$ cat config.mk
export PLATFORM = sky130hd
export DESIGN_NAME = core_mem_port
export DESIGN_NICKNAME = d
export VERILOG_FILES = /design/src/rtl/core_mem_port.sv
export SDC_FILE = /design/constraint.sdc
export NUM_CORES = 1
export LEC_CHECK = 0
export ABC_AREA = 1
export BUFFER_PORTS_ARGS = -buffer_cell sky130_fd_sc_hd__buf_2
export CAP_MARGIN = 20
export CORE_ASPECT_RATIO = 1.4
export CORE_UTILIZATION = 45
export CTS_BUF_LIST = sky130_fd_sc_hd__clkbuf_4 sky130_fd_sc_hd__clkbuf_8
export DETAILED_ROUTE_END_ITERATION = 7
export PLACE_DENSITY = 0.77
export RECOVER_POWER = 50
export SLEW_MARGIN = 0
export SYNTH_ARGS = -nofsm -noshare
export SYNTH_HDL_FRONTEND = slang
export SYNTH_SLANG_ARGS = --single-unit
$ cat constraint.sdc
create_clock -name clk16 -period 1.9 [get_ports clk16]
set_clock_uncertainty 0.1 [all_clocks]
set_input_delay 0.19 -clock clk16 [delete_from_list [all_inputs] [get_ports clk16]]
set_output_delay 0.19 -clock clk16 [all_outputs]
set_load 0.005 [all_outputs]
$ cat src/rtl/core_mem_port.sv
// core_mem_port: slot-synchronous initiator for one port of the 8-way TDM memory controller.
// Define CORE_MEM_PORT_B2B_EN to complete straight to IDLE for zero-bubble back-to-back requests.
module core_mem_port #(
    parameter int CORE_ID = 0
) (
    input  logic        clk16,
    input  logic        rst_n,
    input  logic        req,
    input  logic        we,
    input  logic [11:0] addr,
    input  logic [15:0] wdata,
    output logic        busy,
    output logic        ack,
    output logic [15:0] rdata,
    output logic [11:0] mem_addr,
    output logic        mem_we,
    output logic [15:0] mem_wdata,
    input  logic [15:0] mem_rdata
);

    localparam logic [2:0] SAMPLE_SLOT  = 3'(CORE_ID % 8);
    localparam logic [2:0] CAPTURE_SLOT = 3'((CORE_ID + 3) % 8);

    typedef enum logic [1:0] {
        IDLE,
        ARMED,
        RDWAIT,
        DONE
    } state_t;

    state_t     state;
    logic [2:0] slot;
    logic       finish;

    // mem_we doubles as the latched write flag until the sample edge
    always_comb begin
        finish = 1'b0;
        if (state == ARMED && slot == SAMPLE_SLOT && mem_we)
            finish = 1'b1;
        if (state == RDWAIT && slot == CAPTURE_SLOT)
            finish = 1'b1;
    end

    always_ff @(posedge clk16 or negedge rst_n) begin
        if (!rst_n) begin
            slot      <= 3'd0;
            state     <= IDLE;
            busy      <= 1'b0;
            ack       <= 1'b0;
            rdata     <= '0;
            mem_addr  <= '0;
            mem_we    <= 1'b0;
            mem_wdata <= '0;
        end else begin
            slot <= slot + 3'd1;
            ack  <= 1'b0;
            unique case (state)
                IDLE: begin
                    if (req) begin
                        mem_addr  <= addr;
                        mem_we    <= we;
                        mem_wdata <= wdata;
                        busy      <= 1'b1;
                        state     <= ARMED;
                    end
                end
                ARMED: begin
                    if (slot == SAMPLE_SLOT) begin
                        mem_we <= 1'b0;
                        if (!mem_we)
                            state <= RDWAIT;
                    end
                end
                RDWAIT: begin
                    if (slot == CAPTURE_SLOT)
                        rdata <= mem_rdata;
                end
                DONE: begin
                    busy  <= 1'b0;
                    state <= IDLE;
                end
                default: state <= IDLE;
            endcase
            if (finish) begin
                ack <= 1'b1;
`ifdef CORE_MEM_PORT_B2B_EN
                busy  <= 1'b0;
                state <= IDLE;
`else
                state <= DONE;
`endif
            end
        end
    end

endmodule

# Word level (Yosys, flattened, before mapping)
# Index checks and enable logic that the tools add are counted.
# op_classes
n_addsub	1
mul	0
div	0
n_lt_le_gt_ge	0
n_eq_ne	9
shifts	0
mux	13
bitwise_logic	0
n_reduce_logical	13
# op_table
cell	n
$mux W2	4
$mux W1	6
$ne A3 B3 Y1 const B	2
$pmux W2 S3	1
$reduce_and A2 Y1	3
$eq A2 B2 Y1 const B	2
$pmux W1 S2	2
$reduce_and A4 Y1	1
$reduce_bool A2 Y1	2
$reduce_bool A4 Y1	1
$add A3 B1 Y3 const B	1
$eq A3 B2 Y1 const B	1
$logic_and A1 B1 Y1	3
$logic_not A3 Y1	1
$ne A3 B2 Y1 const B	1
$reduce_and A3 Y1	1
$eq A2 B1 Y1 const B	1
$logic_not A2 Y1	1
$ne A2 B1 Y1 const B	1
$ne A2 B2 Y1 const B	1
# totals
regBits	52
latch_bits	0
ramBits	0
romBits	0
inputBits	48
output_inout_bits	47
n_memories	0

# Longest topological paths before layout
# depth
ltp_word	7
depth_mapped	9

# Worst setup path after synthesis
# OpenSTA, ideal clock, no wires.
# synth_timing
path_kind	reg-to-reg
start	reg slot[0]
end	reg rdata[0]
setup_ps	125
t_arrival_ps	1272
t_required_ps	1675
slack_ps	403
path_stages_with_launch	6
path_buffers	1
period_less_slack_ps	1497
cell_sequence	dfrtp_1 > ha_1 > ha_1 > nand2_2 > buf_6 > mux2_2
# synth_via
elab_chain_len	2
# synth_rtl
element	line	rtl
start: declaration	32	logic [2:0] slot;
start signal: assignment	55	slot <= slot + 3'd1;
$eq A3 B2 Y1	75	if (slot == CAPTURE_SLOT)
$reduce_and A2 Y1 (no source line)	--	
end signal: assignment	76	rdata <= mem_rdata;
end: declaration	14	output logic [15:0] rdata,
# No other way between the ends.
# A chain may end at the register's enable or synchronous reset.

# Worst setup path in the final report
# layout_timing
start	reg slot[0]
end	reg rdata[5]
# Same word-level chain as after synthesis.

==> results.md <==
* Slew @ Worst Pin at 1.081 ns
* Setup Crit Path Kind: reg2reg
* Cts repair resizes at 0
* TNS Setup at 0 ns
* Initial antenna violation count at 0
* Die width at 60.57 um
* Total global routing overflow at 0
* Pwr dens at 1382 nW/um^2
* MaxCap Viol Count at 0
* Total GRT Usage at 19.30%
* Final net count at 390
* Syn Nets at ~260
* Final setup viols at 0
* Share of layout cells above drive strength 1 at 30.45%
* Rows at 29
* Setup slack, reg-to-reg at 0.31 ns
* Vias per cell at 4.471
* Synth area leaders: dfrtp_1 (60%), nand2_1 (17%), mux2_2 (6.8%)
* Hold_sp: wdata[1]
* Largest net degree at the start of global routing at 53
* Vias in the first global route at 1701
* Core Region at around 4600 um^2
* Worst Reg-to-Reg Cells at 5
* CTS max path bufs at 2
* Detail Route Antenna Nets at 0
* Routability cong. at ~0.77
* Final hold violations at 0
* Number of synthesized register bits at 52
* CP Cell Sequence: ha_1 > ha_1 > nand2_2 > buf_4 > mux2_2
* Relative slew slack at approximately 28%
* # IOs at 95
* Worst setup path startpoint: slot[0]$_DFF_PN0_
* Starting Density at a little under half
* CTS H-tree depth at 2
* Warnings, synthesis at 0
* Slowest Stage Delay on Critical Path at 0.39 ns
* Mean routed wirelength per cell at 11.78 um
* Worst r2r dst: rdata[5]$_DFFE_PN0P_
* DR iter-0 viols at 46
* Final min period at 1.593 ns
* Post-synth top area share at 60.22%
* Post-route DRC at 0
* Total Wirelength at 4675 um
* Total vias in the final route at about 1800
* CP most frequent cell: ha_1
* Clock Sinks at 52
* Number of synthesized flops with an enable pin at 0
* Pins Over Slew Limit at 0
* Die Span Y at 83.99 um
* Unrepaired setup endpoints after global routing: false
* F_max at 627.8 MHz
* Most frequent cell after synthesis: nand2_1
* Yosys top cell by area: dfrtp_1
* Worst skew pair latency at 0.29 ns
* WP data required at between 1.5 and 2 ns
* Final total power at roughly 0.0042 W
* Detailed Place HPWL at 3008 um
* Synth cell types at 18
* CP max stage cell: dfrtp_1
* Maximum vdd ir drop at 0.6572 mV
* Worst Setup Start Kind: register
* Crit Path Max Fanout at 9
* Reg2reg start: slot[0]$_DFF_PN0_
* Initial DRT Pass Iterations at 4
* TritonCTS Buffers at 5
* CP endpoint kind: register
* Die ar. at 5087 um^2
* Buffers on Ports at 94
* Outcome: completed
* Leakage at 1.667 nW
* Ys flop type: dfrtp_1
* CTS tree: done
* Multi-input combinational cell area at between 700 and 800 um^2
* Final worst path period share at 83.84%
* Worst Hold Class: in2reg
* Most frequent cells after synthesis: nand2_1 (98), dfrtp_1 (52), inv_1 (13), mux2_2 (13), ha_1 (7)
* Root Driver: clkbuf_8
* Synth Area per Inst at slightly above 10 um^2
* Synth async-reset ratio at 100.0%
* Cells after Synth at 208
* Clock-pin slew on the worst setup and hold paths at 0.08 ns
* Antenna diode instance count at 0
* Seq/Total Area, Yosys at 60.22%
* # fillers at around 380
* Area delta synth->final at 41.40%
* Critical path capture point: rdata[5]$_DFFE_PN0P_
* First-pass GRT wire length at 7238 um
* Synth Cell Area at 2161 um^2
* Critical Path AT at 1.67 ns
* Sequential cell area at 1301 um^2
-- per-stage QoR --
stage / area [um^2] / worst slack [ns] / hold slack (ns) / std cells / utilization (%)
after global placement: 2679 / 0.3488 / 0.2307 / 362 / 58.59
after CTS: 3088 / 0.2914 / 0.004575 / 397 / 67.54
after global routing: 3055 / 0.1325 / 0.01078 / 397 / 66.83
final: 3055 / 0.3070 / 0.009480 / 397 / 66.83
after detailed placement: 2679 / 0.3042 / 0.2401 / 362 / 58.59
after floorplan: 2161 / 0.4035 / -0.2056 / 208 / -
-- per-layer routing --
metal  part of all wire (%)  vias up  GRT usage [%]
met5                      0        -              0
met4                    1.4        0          6.612
met3                    5.0        5          4.186
met2                     55       56          36.06
met1                     39      822          20.06
li1                       -      892              -
-- sequential cells by signal, summed over array words and instances (netlist names) --
signal,cells
ack,1
busy,1
mem_addr,12
mem_wdata,16
mem_we,1
rdata,16
slot,3
state,2
-- worst min path at each step --
stage / endpoint / slack, ns / cells after the start
2_1_floorplan: ack$_DFF_PN0_ / -0.21 / 0
3_3_place_gp: mem_addr[10]$_DFFE_PN0P_ / 0.23 / 2
3_5_place_dp: mem_addr[2]$_DFFE_PN0P_ / 0.24 / 2
4_1_cts: mem_wdata[1]$_DFFE_PN0P_ / 0.005 / 3
5_1_grt: rdata[14]$_DFFE_PN0P_ / 0.01 / 2
6_report: mem_wdata[1]$_DFFE_PN0P_ / 0.009 / 3
-- where the power goes --
part / internal (W) / total [W] / switching, W
Sequential: 0.00161 / 0.00188 / 0.000274
Clock: 0.000518 / 0.000839 / 0.000321
Combinational: 0.000736 / 0.00150 / 0.000766
Total: 0.00286 / 0.00422 / 0.00136
-- critical path: cells and delay by family (launching register included) --
kind                       cells  cell delay [ns]
adders and majority gates      2             0.39
buffers and inverters          1             0.18
DFF                            1             0.39
muxes                          1             0.34
and+or+nand+nor                1             0.09
-- kinds of logic after synthesis --
logic type,after synthesis,synth area share (%)
flip-flops,52,60.22
multiplexers,16,8.859
AND/OR/NAND/NOR,107,19.28
adder cells (fa/ha/maj),7,4.053
buffers and inverters,22,6.485
AO/OA/AOI/OAI,4,1.100
-- final cells by class --
cell class	count	share of cell area [%]
Timing Repair Buffer	128	25.39
Tap cell	62	2.539
Multi-Input combinational cell	134	23.55
Inverter	14	1.720
Sequential cell	52	42.59
Clock buffer	5	2.252
Clock inverter	2	1.966
-- placed cells by master, fill, tap and decap left out --
cell type	n
nand4_1	2
buf_12	1
mux2_2	13
nand2_2	2
o21a_1	1
dlygate4sd3_1	28
buf_2	71
o21ai_0	1
buf_4	4
inv_2	1
dfrtp_1	52
ha_1	7
nand3_1	4
mux2_4	3
nor2_1	1
bufinv_16	2
clkbuf_1	24
o22ai_1	1
nand2_1	98
a21oi_1	1
clkbuf_8	5
inv_1	13
-- repair_timing --
action,in CTS,in global routing
setup buffers,0,0
hold buffers,28,0
endpoints found under the hold margin,79,0
(Power assumes the default switching activity.)
